--- config.mk ---
export PLATFORM = sky130hd
export DESIGN_NAME = circle_hit_pipe_flat
export DESIGN_NICKNAME = d
export VERILOG_FILES = /design/src/rtl/circle_hit_pipe_if.sv /design/src/rtl/circle_hit_pipe.sv /design/src/flat_wrapper.sv
export SDC_FILE = /design/constraint.sdc
export NUM_CORES = 2
export LEC_CHECK = 0
export ABC_AREA = 1
export CAP_MARGIN = 15
export CORE_ASPECT_RATIO = 1.75
export CORE_MARGIN = 2
export CORE_UTILIZATION = 30
export CTS_CLUSTER_SIZE = 16
export DETAILED_ROUTE_END_ITERATION = 7
export GPL_TIMING_DRIVEN = 0
export HOLD_SLACK_MARGIN = 0.03
export SLEW_MARGIN = 20
export SYNTH_ARGS = -nofsm -noshare
export SYNTH_HDL_FRONTEND = slang
export SYNTH_SLANG_ARGS = --single-unit
--- constraint.sdc ---
create_clock -name clk -period 9.96 [get_ports clk]
set_input_delay 1.992 -clock clk [delete_from_list [all_inputs] [get_ports clk]]
set_output_delay 1.992 -clock clk [all_outputs]
set_load 0.01 [all_outputs]
--- src/rtl/circle_hit_pipe_if.sv ---
// -----------------------------------------------------------------------------
// circle_hit_pipe_if
// Bundles the circle-table configuration port, the pixel input stream and the
// hit-result output stream of circle_hit_pipe.
//   cfg_we/cfg_idx/cfg_x/cfg_y/cfg_r/cfg_en : circle table write port
//   cfg_rin                                 : inner radius (CIRCLE_RING_EN only)
//   in_valid/in_ready/in_x/in_y             : pixel stream into the block
//   out_valid/out_ready/out_hit_mask/out_any/out_first_idx/out_x/out_y
//                                           : result stream out of the block
// modport master : the side that programs the table, sends pixels and consumes
//                  results.
// modport slave  : circle_hit_pipe itself.
// Optional feature macro: CIRCLE_RING_EN (adds cfg_rin).
// -----------------------------------------------------------------------------
interface circle_hit_pipe_if #(
  parameter int COORD_W     = 12,
  parameter int NUM_CIRCLES = 4
);
  localparam int IDX_W = (NUM_CIRCLES > 1) ? $clog2(NUM_CIRCLES) : 1;

  logic                   cfg_we;
  logic [IDX_W-1:0]       cfg_idx;
  logic [COORD_W-1:0]     cfg_x;
  logic [COORD_W-1:0]     cfg_y;
  logic [COORD_W-1:0]     cfg_r;
  logic                   cfg_en;
`ifdef CIRCLE_RING_EN
  logic [COORD_W-1:0]     cfg_rin;
`endif
  logic                   in_valid;
  logic                   in_ready;
  logic [COORD_W-1:0]     in_x;
  logic [COORD_W-1:0]     in_y;
  logic                   out_valid;
  logic                   out_ready;
  logic [NUM_CIRCLES-1:0] out_hit_mask;
  logic                   out_any;
  logic [IDX_W-1:0]       out_first_idx;
  logic [COORD_W-1:0]     out_x;
  logic [COORD_W-1:0]     out_y;

`ifdef CIRCLE_RING_EN
  modport master (
    output cfg_we, cfg_idx, cfg_x, cfg_y, cfg_r, cfg_en, cfg_rin,
    output in_valid, in_x, in_y, out_ready,
    input  in_ready, out_valid, out_hit_mask, out_any, out_first_idx, out_x, out_y
  );
  modport slave (
    input  cfg_we, cfg_idx, cfg_x, cfg_y, cfg_r, cfg_en, cfg_rin,
    input  in_valid, in_x, in_y, out_ready,
    output in_ready, out_valid, out_hit_mask, out_any, out_first_idx, out_x, out_y
  );
`else
  modport master (
    output cfg_we, cfg_idx, cfg_x, cfg_y, cfg_r, cfg_en,
    output in_valid, in_x, in_y, out_ready,
    input  in_ready, out_valid, out_hit_mask, out_any, out_first_idx, out_x, out_y
  );
  modport slave (
    input  cfg_we, cfg_idx, cfg_x, cfg_y, cfg_r, cfg_en,
    input  in_valid, in_x, in_y, out_ready,
    output in_ready, out_valid, out_hit_mask, out_any, out_first_idx, out_x, out_y
  );
`endif
endinterface

--- src/rtl/circle_hit_pipe.sv ---
// -----------------------------------------------------------------------------
// circle_hit_pipe
// Three-stage point-in-circle tester. Every accepted pixel is compared against
// a table of NUM_CIRCLES circles (centre, squared radius, enable) and produces
// a per-circle hit mask, an any-hit flag and the lowest hit index, three
// cycles after acceptance when the output is not back-pressured.
//   clk    : rising-edge clock
//   resetn : asynchronous active-low reset, clears table and pipeline
//   bus    : circle_hit_pipe_if.slave (table write, pixel in, result out)
// Optional feature macro: CIRCLE_RING_EN -- each entry also holds an inner
// radius and a hit additionally requires the distance to lie outside it.
// -----------------------------------------------------------------------------
module circle_hit_pipe #(
  parameter int COORD_W     = 12,
  parameter int NUM_CIRCLES = 4,
  parameter int INCLUSIVE   = 1
) (
  input logic               clk,
  input logic               resetn,
  circle_hit_pipe_if.slave  bus
);
  localparam int IDX_W = (NUM_CIRCLES > 1) ? $clog2(NUM_CIRCLES) : 1;
  localparam int SQ_W  = 2 * COORD_W;
  localparam int SUM_W = SQ_W + 1;

  typedef logic [COORD_W-1:0] coord_t;
  typedef logic [SQ_W-1:0]    sq_t;

  // Circle table
  coord_t                 r_cx [NUM_CIRCLES];
  coord_t                 r_cy [NUM_CIRCLES];
  sq_t                    r_r2 [NUM_CIRCLES];
  logic [NUM_CIRCLES-1:0] r_en;

  // Stage 1: absolute distances plus snapshot of the entries used
  logic                   r_s1_valid;
  coord_t                 r_s1_dx [NUM_CIRCLES];
  coord_t                 r_s1_dy [NUM_CIRCLES];
  sq_t                    r_s1_r2 [NUM_CIRCLES];
  logic [NUM_CIRCLES-1:0] r_s1_en;
  coord_t                 r_s1_x, r_s1_y;

  // Stage 2: squared distances
  logic                   r_s2_valid;
  sq_t                    r_s2_dx2 [NUM_CIRCLES];
  sq_t                    r_s2_dy2 [NUM_CIRCLES];
  sq_t                    r_s2_r2  [NUM_CIRCLES];
  logic [NUM_CIRCLES-1:0] r_s2_en;
  coord_t                 r_s2_x, r_s2_y;

`ifdef CIRCLE_RING_EN
  sq_t                    r_rin2    [NUM_CIRCLES];
  sq_t                    r_s1_rin2 [NUM_CIRCLES];
  sq_t                    r_s2_rin2 [NUM_CIRCLES];
`endif

  // Stage 3: registered results
  logic                   r_out_valid;
  logic [NUM_CIRCLES-1:0] r_out_mask;
  logic                   r_out_any;
  logic [IDX_W-1:0]       r_out_first;
  coord_t                 r_out_x, r_out_y;

  coord_t                 w_dx [NUM_CIRCLES];
  coord_t                 w_dy [NUM_CIRCLES];
  logic [SUM_W-1:0]       w_sum [NUM_CIRCLES];
  logic [NUM_CIRCLES-1:0] w_hit;
  logic [IDX_W-1:0]       w_first;
  logic                   w_advance;

  // One global enable: the whole pipe moves only when the result register is
  // empty or being consumed, so a stall freezes every stage in lockstep.
  assign w_advance = !r_out_valid || bus.out_ready;

  // NOTE: the table is built from flops rather than a RAM macro, so it takes
  // the asynchronous reset like every other register and powers up cleared.
  always_ff @(posedge clk or negedge resetn) begin
    if (!resetn) begin
      r_en <= '0;
      for (int i = 0; i < NUM_CIRCLES; i++) begin
        r_cx[i]   <= '0;
        r_cy[i]   <= '0;
        r_r2[i]   <= '0;
`ifdef CIRCLE_RING_EN
        r_rin2[i] <= '0;
`endif
      end
    end else if (bus.cfg_we) begin
      // Matching against every legal index drops out-of-range writes.
      for (int i = 0; i < NUM_CIRCLES; i++) begin
        if (bus.cfg_idx == IDX_W'(i)) begin
          r_cx[i]   <= bus.cfg_x;
          r_cy[i]   <= bus.cfg_y;
          r_en[i]   <= bus.cfg_en;
          r_r2[i]   <= sq_t'(bus.cfg_r) * sq_t'(bus.cfg_r);
`ifdef CIRCLE_RING_EN
          r_rin2[i] <= sq_t'(bus.cfg_rin) * sq_t'(bus.cfg_rin);
`endif
        end
      end
    end
  end

  // Compare-then-subtract keeps |a-b| exact in COORD_W bits.
  always_comb begin
    for (int i = 0; i < NUM_CIRCLES; i++) begin
      w_dx[i] = (bus.in_x >= r_cx[i]) ? (bus.in_x - r_cx[i]) : (r_cx[i] - bus.in_x);
      w_dy[i] = (bus.in_y >= r_cy[i]) ? (bus.in_y - r_cy[i]) : (r_cy[i] - bus.in_y);
    end
  end

  // NOTE: combinational outputs get a default before any conditional update,
  // so no path leaves them unassigned and no latch is inferred.
  always_comb begin
    w_hit   = '0;
    w_first = '0;
    for (int i = 0; i < NUM_CIRCLES; i++) begin
      // One extra bit keeps dx^2+dy^2 exact for extreme coordinates.
      w_sum[i] = SUM_W'(r_s2_dx2[i]) + SUM_W'(r_s2_dy2[i]);
      if (INCLUSIVE != 0) w_hit[i] = r_s2_en[i] && (w_sum[i] <= SUM_W'(r_s2_r2[i]));
      else                w_hit[i] = r_s2_en[i] && (w_sum[i] <  SUM_W'(r_s2_r2[i]));
`ifdef CIRCLE_RING_EN
      w_hit[i] = w_hit[i] && (w_sum[i] > SUM_W'(r_s2_rin2[i]));
`endif
    end
    // Scan downwards so the lowest set bit wins.
    for (int i = NUM_CIRCLES - 1; i >= 0; i--) begin
      if (w_hit[i]) w_first = IDX_W'(i);
    end
  end

  // NOTE: sequential state uses non-blocking assignments so every stage reads
  // the previous-cycle value of the stage before it.
  always_ff @(posedge clk or negedge resetn) begin
    if (!resetn) begin
      r_s1_valid  <= 1'b0;
      r_s1_en     <= '0;
      r_s1_x      <= '0;
      r_s1_y      <= '0;
      r_s2_valid  <= 1'b0;
      r_s2_en     <= '0;
      r_s2_x      <= '0;
      r_s2_y      <= '0;
      r_out_valid <= 1'b0;
      r_out_mask  <= '0;
      r_out_any   <= 1'b0;
      r_out_first <= '0;
      r_out_x     <= '0;
      r_out_y     <= '0;
      for (int i = 0; i < NUM_CIRCLES; i++) begin
        r_s1_dx[i]  <= '0;
        r_s1_dy[i]  <= '0;
        r_s1_r2[i]  <= '0;
        r_s2_dx2[i] <= '0;
        r_s2_dy2[i] <= '0;
        r_s2_r2[i]  <= '0;
`ifdef CIRCLE_RING_EN
        r_s1_rin2[i] <= '0;
        r_s2_rin2[i] <= '0;
`endif
      end
    end else if (w_advance) begin
      // Stage 1 snapshots the table, so later writes cannot reach this pixel.
      r_s1_valid <= bus.in_valid;
      r_s1_en    <= r_en;
      r_s1_x     <= bus.in_x;
      r_s1_y     <= bus.in_y;
      r_s2_valid <= r_s1_valid;
      r_s2_en    <= r_s1_en;
      r_s2_x     <= r_s1_x;
      r_s2_y     <= r_s1_y;
      for (int i = 0; i < NUM_CIRCLES; i++) begin
        r_s1_dx[i]  <= w_dx[i];
        r_s1_dy[i]  <= w_dy[i];
        r_s1_r2[i]  <= r_r2[i];
        r_s2_dx2[i] <= sq_t'(r_s1_dx[i]) * sq_t'(r_s1_dx[i]);
        r_s2_dy2[i] <= sq_t'(r_s1_dy[i]) * sq_t'(r_s1_dy[i]);
        r_s2_r2[i]  <= r_s1_r2[i];
`ifdef CIRCLE_RING_EN
        r_s1_rin2[i] <= r_rin2[i];
        r_s2_rin2[i] <= r_s1_rin2[i];
`endif
      end
      r_out_valid <= r_s2_valid;
      r_out_mask  <= w_hit;
      r_out_any   <= |w_hit;
      r_out_first <= w_first;
      r_out_x     <= r_s2_x;
      r_out_y     <= r_s2_y;
    end
  end

  assign bus.in_ready      = w_advance;
  assign bus.out_valid     = r_out_valid;
  assign bus.out_hit_mask  = r_out_mask;
  assign bus.out_any       = r_out_any;
  assign bus.out_first_idx = r_out_first;
  assign bus.out_x         = r_out_x;
  assign bus.out_y         = r_out_y;
endmodule

--- src/flat_wrapper.sv ---
// flat-port wrapper written by rule: the top's interface ports become plain ports
module circle_hit_pipe_flat 
#(
  parameter int COORD_W     = 12,
  parameter int NUM_CIRCLES = 4,
  parameter int INCLUSIVE   = 1
)
  (clk, resetn, bus_cfg_we, bus_cfg_idx, bus_cfg_x, bus_cfg_y, bus_cfg_r, bus_cfg_en, bus_in_valid, bus_in_x, bus_in_y, bus_out_ready, bus_in_ready, bus_out_valid, bus_out_hit_mask, bus_out_any, bus_out_first_idx, bus_out_x, bus_out_y);
  circle_hit_pipe_if #(.COORD_W(COORD_W), .NUM_CIRCLES(NUM_CIRCLES)) bus_i ();
  input logic clk;
  input logic resetn;
  input wire logic [$bits(bus_i.cfg_we)-1:0] bus_cfg_we;
  input wire logic [$bits(bus_i.cfg_idx)-1:0] bus_cfg_idx;
  input wire logic [$bits(bus_i.cfg_x)-1:0] bus_cfg_x;
  input wire logic [$bits(bus_i.cfg_y)-1:0] bus_cfg_y;
  input wire logic [$bits(bus_i.cfg_r)-1:0] bus_cfg_r;
  input wire logic [$bits(bus_i.cfg_en)-1:0] bus_cfg_en;
  input wire logic [$bits(bus_i.in_valid)-1:0] bus_in_valid;
  input wire logic [$bits(bus_i.in_x)-1:0] bus_in_x;
  input wire logic [$bits(bus_i.in_y)-1:0] bus_in_y;
  input wire logic [$bits(bus_i.out_ready)-1:0] bus_out_ready;
  output wire logic [$bits(bus_i.in_ready)-1:0] bus_in_ready;
  output wire logic [$bits(bus_i.out_valid)-1:0] bus_out_valid;
  output wire logic [$bits(bus_i.out_hit_mask)-1:0] bus_out_hit_mask;
  output wire logic [$bits(bus_i.out_any)-1:0] bus_out_any;
  output wire logic [$bits(bus_i.out_first_idx)-1:0] bus_out_first_idx;
  output wire logic [$bits(bus_i.out_x)-1:0] bus_out_x;
  output wire logic [$bits(bus_i.out_y)-1:0] bus_out_y;
  assign bus_i.cfg_we = bus_cfg_we;
  assign bus_i.cfg_idx = bus_cfg_idx;
  assign bus_i.cfg_x = bus_cfg_x;
  assign bus_i.cfg_y = bus_cfg_y;
  assign bus_i.cfg_r = bus_cfg_r;
  assign bus_i.cfg_en = bus_cfg_en;
  assign bus_i.in_valid = bus_in_valid;
  assign bus_i.in_x = bus_in_x;
  assign bus_i.in_y = bus_in_y;
  assign bus_i.out_ready = bus_out_ready;
  assign bus_in_ready = bus_i.in_ready;
  assign bus_out_valid = bus_i.out_valid;
  assign bus_out_hit_mask = bus_i.out_hit_mask;
  assign bus_out_any = bus_i.out_any;
  assign bus_out_first_idx = bus_i.out_first_idx;
  assign bus_out_x = bus_i.out_x;
  assign bus_out_y = bus_i.out_y;
  circle_hit_pipe #(.COORD_W(COORD_W), .NUM_CIRCLES(NUM_CIRCLES), .INCLUSIVE(INCLUSIVE)) u_core (.clk(clk), .resetn(resetn), .bus(bus_i));
endmodule
; ---- Yosys cells after proc, flatten, opt, wreduce, memory -nomap -nowiden
; Index checks and enable logic that the tools add are counted.
[op_classes]
addsub = 20
mul = 9
n_lt_le_gt_ge = 12
eq_ne = 3
mux = 12
n_reduce_logical = 12
[ops]
columns = operator, count
row1 = 12-bit by 12-bit multiplier with 24-bit output, 9
row2 = 12-bit subtractor, 16
row3 = 24-bit by 24-bit adder with 25-bit output, 4
row4 = 25-bit by 24-bit <= comparator with 1-bit output, 4
row5 = 12-bit >= comparator, 8
row6 = 12-bit two-way mux, 8
row7 = 2-bit two-way mux, 4
row8 = 2-bit AND reduction, 4
row9 = "2-bit equality test, second input constant", 2
row10 = 1-bit logical AND, 4
row11 = 4-bit OR reduction, 1
row12 = "2-bit by 1-bit equality test with 1-bit output, second input constant", 1
row13 = 2-bit zero test, 1
row14 = 1-bit zero test, 1
row15 = 1-bit logical OR, 1
[word_totals]
ff_bits = 766
in_bits = 68
out_inout_bits = 33
word_cells = 122

; ---- Longest topological paths before layout
[depth]
word_depth = 7
ltp_mapped = 25
mapped_depth_nobuf = 25

; ---- Worst setup path before layout
; Ideal clock, no wire load.
[synth_path]
path_kind = in2reg
from = input port bus_cfg_r[6]
to = register u_core.r_r2[91] in the netlist's numbering
setup_ps = 118
t_arrival_ps = 6400
required_time_ps = 9842
setup_slack_ps = 3442
stages = 22
n_path_buf = 1
path_cell_list = clkbuf_1 > nand2_1 > inv_1 > fa_1 > fa_1 > inv_1 > fa_1 > inv_1 > fa_1 > inv_1 > fa_1 > inv_1 > ha_1 > a21oi_2 > o21ai_0 > nand2_1 > nand2_1 > a31oi_1 > o21bai_1 > or2_1 > nand3_1 > nand2_1
[synth_between]
elab_chain_len = 1
[synth_rtl]
columns = element, line
row1 = from (decl), flat_wrapper.sv:16  ; input wire logic [$bits(bus_i.cfg_r)-1:0] bus_cfg_r;
row2 = 12-bit by 12-bit multiplier with 24-bit output, circle_hit_pipe.sv:95  ; r_r2[i] <= sq_t'(bus.cfg_r) * sq_t'(bus.cfg_r);
row3 = "to (signal, indexed assignment)", circle_hit_pipe.sv:95
row4 = to (decl), circle_hit_pipe.sv:32  ; sq_t r_r2 [NUM_CIRCLES];
; Every way passes these cells.
; A chain may end at the register's enable or synchronous reset.

; ---- Worst setup path in the final report
[layout_path]
from = input port bus_cfg_r[3]
to = register u_core.r_r2[86] in the netlist's numbering
; Same word-level chain as after synthesis.

==> results.tsv <==
stage	metric	value	unit
layout	final net count	11963	
timing	final setup fails	0	
setup_path	Crit-path slowest cell	xor2_1	
cts	CTS root buf	clkbuf_16	
setup_path	worst path required time	10.52	ns
cts	postcts setup bufs	0	
global_route	vias in the first global route	69869	
drt	final antenna-violating net count	0	
job	max-cap check violation count	0	
die	die area	267000	µm²
setup_path	worst-path cell chain	clkdlybuf4s50_1 > clkbuf_1 > nand2_1 > fa_1 > inv_1 > ha_1 > a21oi_1 > fa_1 > inv_1 > fa_1 > inv_1 > fa_1 > inv_1 > ha_1 > nand2_1 > nor2_1 > o21ai_1 > o211ai_1 > nor2_1 > xor2_1 > o21ai_0	
timing	Slew @ Worst Pin	1.23	ns
setup_path	CP max FO	10	
global_route	Congestion Overflow GR	0	
global_route	GRT met2 Usage	0.390	
setup_path	Reg2Reg Setup Slack	3.58	ns
setup_path	slowest stage delay, CP	0.77	ns
timing	final hold viol count	0	
timing	maximum clock rate	132	MHz
yosys	post-synth top area share	0.237	
worst_hold_path	Hold Crit Class	flop to flop	
global_route	initial antenna violation count	6	
drt	final WL	280000	µm
yosys	Yosys cell types	58	
yosys	top-count cell post-synth	nand2_1	
cts	latest clock arrival within the worst-skew pair	0.71	ns
placement	routability congestion estimate	0.980	
layout	Fill cells	28172	
die	row count	249	
timing	Relative slew margins	0.179	
global_route	largest net degree at the start of global routing	93	
yosys	Avg Cell Area, Syn	7.82	µm²
drt	iteration-0 DRC count of the detailed router	3693	
cts	CTS max path bufs	3	
drt	via count	66590	
yosys	post-synthesis register bit count	746	
die	Die Wd	392	µm
cts	Post-CTS Hold Buffers	0	
timing	Max Transition Viols Final	0	
cts	clock sink count	746	
setup_path	Setup crit end kind	flop	
cts	Resized cells post-CTS	0	
timing	RSZ-0062 raised after global routing	false	
drt	First-pass DRT Iterations	6	
global_route	grt peak-use layer	met2	
cts	TritonCTS clock tree	built	
drt	Vias/cell	4.81	
die	core area	262000	µm²
yosys	instance count of the mapped netlist	10090	
global_route	first-pass GRT wire length	419000	µm
yosys	sequential area share after synthesis	0.237	
placement	HPWL Detailed	236000	µm
outcome	outcome	finished, final reports clean	
timing	final worst path period share	0.762	
setup_path	WS Path Type	primary input to flop	
global_route	M3 GR Usage	0.0228	
setup_path	critical path arrival	8.16	ns
timing	setup tns final	0	ns
drt	DR DRC count	0	
layout	layout cell share with drive strength beyond 1	0.0322	
placement	port bufs	100	
timing	hold_ws	0.462	ns
yosys	EDFF count, synth	0	
timing	Tmin final	7.59	ns
cts	TritonCTS Buffers	72	
die	I/O pins	101	
drt	DR WL/cell	20.2	µm
yosys	Synth top cells by count	nand2_1, inv_1, ha_1	
layout	post-synthesis to final-layout area growth	10.6	%
yosys	Syn Std Cell Area	78900	µm²
yosys	Synth Flop Type	dfrtp_1	
yosys	Yosys warning total	0	
setup_path	crit path launch type	primary input	
cts	CTS H-tree depth	3	
die	die outline height	682	µm
die	effective utilization at floorplan	0.301	
timing	Clock Skew	0.0493	ns
yosys	Synth area leader	dfrtp_1	
global_route	gr usage total	0.210	
cts	clock-pin slew on the worst setup and hold paths	0.07	ns
yosys	Async SR Flop Fraction	1.00	
yosys	post-synthesis net count	11772	
yosys	Area contributors post-synth	dfrtp_1, fa_1, ha_1, nand2_1, inv_1	
global_route	M1 GR Usage	0.194	
registers in the layout, summed over array words and instances (netlist names), 2 cells and up:
register and count:
u_core.r_r2 92, u_core.r_s1_en 4, u_core.r_cx 48, u_core.bus.out_x 12
u_core.r_s2_y 12, u_core.r_s1_r2 92, u_core.r_cy 48, u_core.r_s1_x 12
u_core.bus.out_y 12, u_core.r_en 4, u_core.r_s1_dy 48, u_core.r_s1_y 12
u_core.r_s2_dx2 92, u_core.r_s1_dx 48, u_core.r_s2_dy2 92, u_core.r_s2_en 4
u_core.bus.out_hit_mask 4, u_core.r_s2_r2 92, u_core.bus.out_first_idx 2, u_core.r_s2_x 12
layout make-up:
class / count / area, µm² / share of cell area
multi-input cells: 6923 / 50900 / 0.584
repair buffers: 117 / 1390 / 0.0160
well taps: 3514 / 4400 / 0.0504
inverters: 2089 / 7840 / 0.0899
clock buffers: 85 / 1890 / 0.0217
flip-flops and latches: 746 / 18700 / 0.214
plain buffers: 332 / 1450 / 0.0167
clock inverters: 46 / 627 / 0.00719
diodes: 3 / 7.51 / 0.0000861
metrics by stage:
| stage | cells | instance area, µm² | setup WS [ns] | util |
|---|---|---|---|---|
| 6_report | 13855 | 87200 | 2.37 | 0.333 |
| 5_1_grt | 13853 | 87200 | 2.13 | 0.333 |
| 4_1_cts | 13852 | 87200 | 2.40 | 0.333 |
| 3_5_place_dp | 13721 | 84700 | 1.66 | 0.323 |
| 3_3_place_gp | 13704 | 84300 | -28.77 | 0.322 |
| 2_1_floorplan | 10090 | 78900 | 3.44 | - |
per-layer routing:
layer  vias up  routed length [µm]
met5         -                   0
met4         0               34400
met3       897               10500
met2      1731              144000
met1     32277               91000
li1      31685                   -
critical path, delay by kind of cell:
family                     cells  cell delay [ns]
xor gates and xnor gates       1             0.77
adders and majority gates      6             2.72
buffers and inverters          6             1.46
AOI/OAI and AO/OA              4             0.49
and+or+nand+nor                4             0.72
worst paths after layout:
check,startpoint,to,cells past startpoint
setup / recovery,bus_cfg_r[3],u_core.r_r2[86],21
hold / removal,u_core.r_s1_x[6],u_core.r_s2_x[6],2
setup reg to reg,u_core.r_s1_dy[18],u_core.r_s2_dy2[47],18
hold reg to reg,u_core.r_s1_x[6],u_core.r_s2_x[6],2
max in group asynchronous,resetn,u_core.r_s2_r2[85],4
min in group asynchronous,resetn,u_core.r_s1_dx[30],1
cells by family (layout without fill, tap and decap cells):
| family | after synthesis | after routing | synth area share |
|---|---|---|---|
| AOI/OAI and AO/OA | 1609 | 1609 | 0.113 |
| xor gates and xnor gates | 349 | 349 | 0.0388 |
| adders and majority gates | 1614 | 1614 | 0.325 |
| buffers and inverters | 2421 | 2669 | 0.117 |
| DFF | 746 | 746 | 0.237 |
| other | 0 | 3 | 0 |
| and+or+nand+nor | 3351 | 3351 | 0.170 |
placed cells by master, fill, tap and decap left out, types with 8 or more instances in the layout:
| cell | count |
|---|---|
| a21o_1 | 54 |
| a21oi_1 | 540 |
| a221oi_1 | 18 |
| a22o_1 | 9 |
| a31oi_1 | 49 |
| buf_16 | 12 |
| buf_2 | 28 |
| buf_4 | 9 |
| buf_6 | 8 |
| clkbuf_1 | 238 |
| clkbuf_16 | 72 |
| clkbuf_2 | 56 |
| clkdlybuf4s50_1 | 99 |
| clkinv_2 | 14 |
| dfrtp_1 | 746 |
| fa_1 | 720 |
| ha_1 | 894 |
| inv_1 | 2071 |
| inv_2 | 16 |
| nand2_1 | 2580 |
| nand3_1 | 213 |
| nand3b_1 | 11 |
| nand4_1 | 78 |
| nor2_1 | 336 |
| nor3_1 | 52 |
| nor4_1 | 30 |
| o211ai_1 | 22 |
| o21a_1 | 10 |
| o21ai_0 | 715 |
| o21ai_1 | 73 |
| o21ai_2 | 14 |
| o21bai_1 | 32 |
| o31ai_1 | 22 |
| or2_2 | 22 |
| xnor2_1 | 125 |
| xor2_1 | 224 |
Power is left out: the tool's default activity adds up to more than one toggle a clock period on the data nets, which glitch-free logic cannot reach.
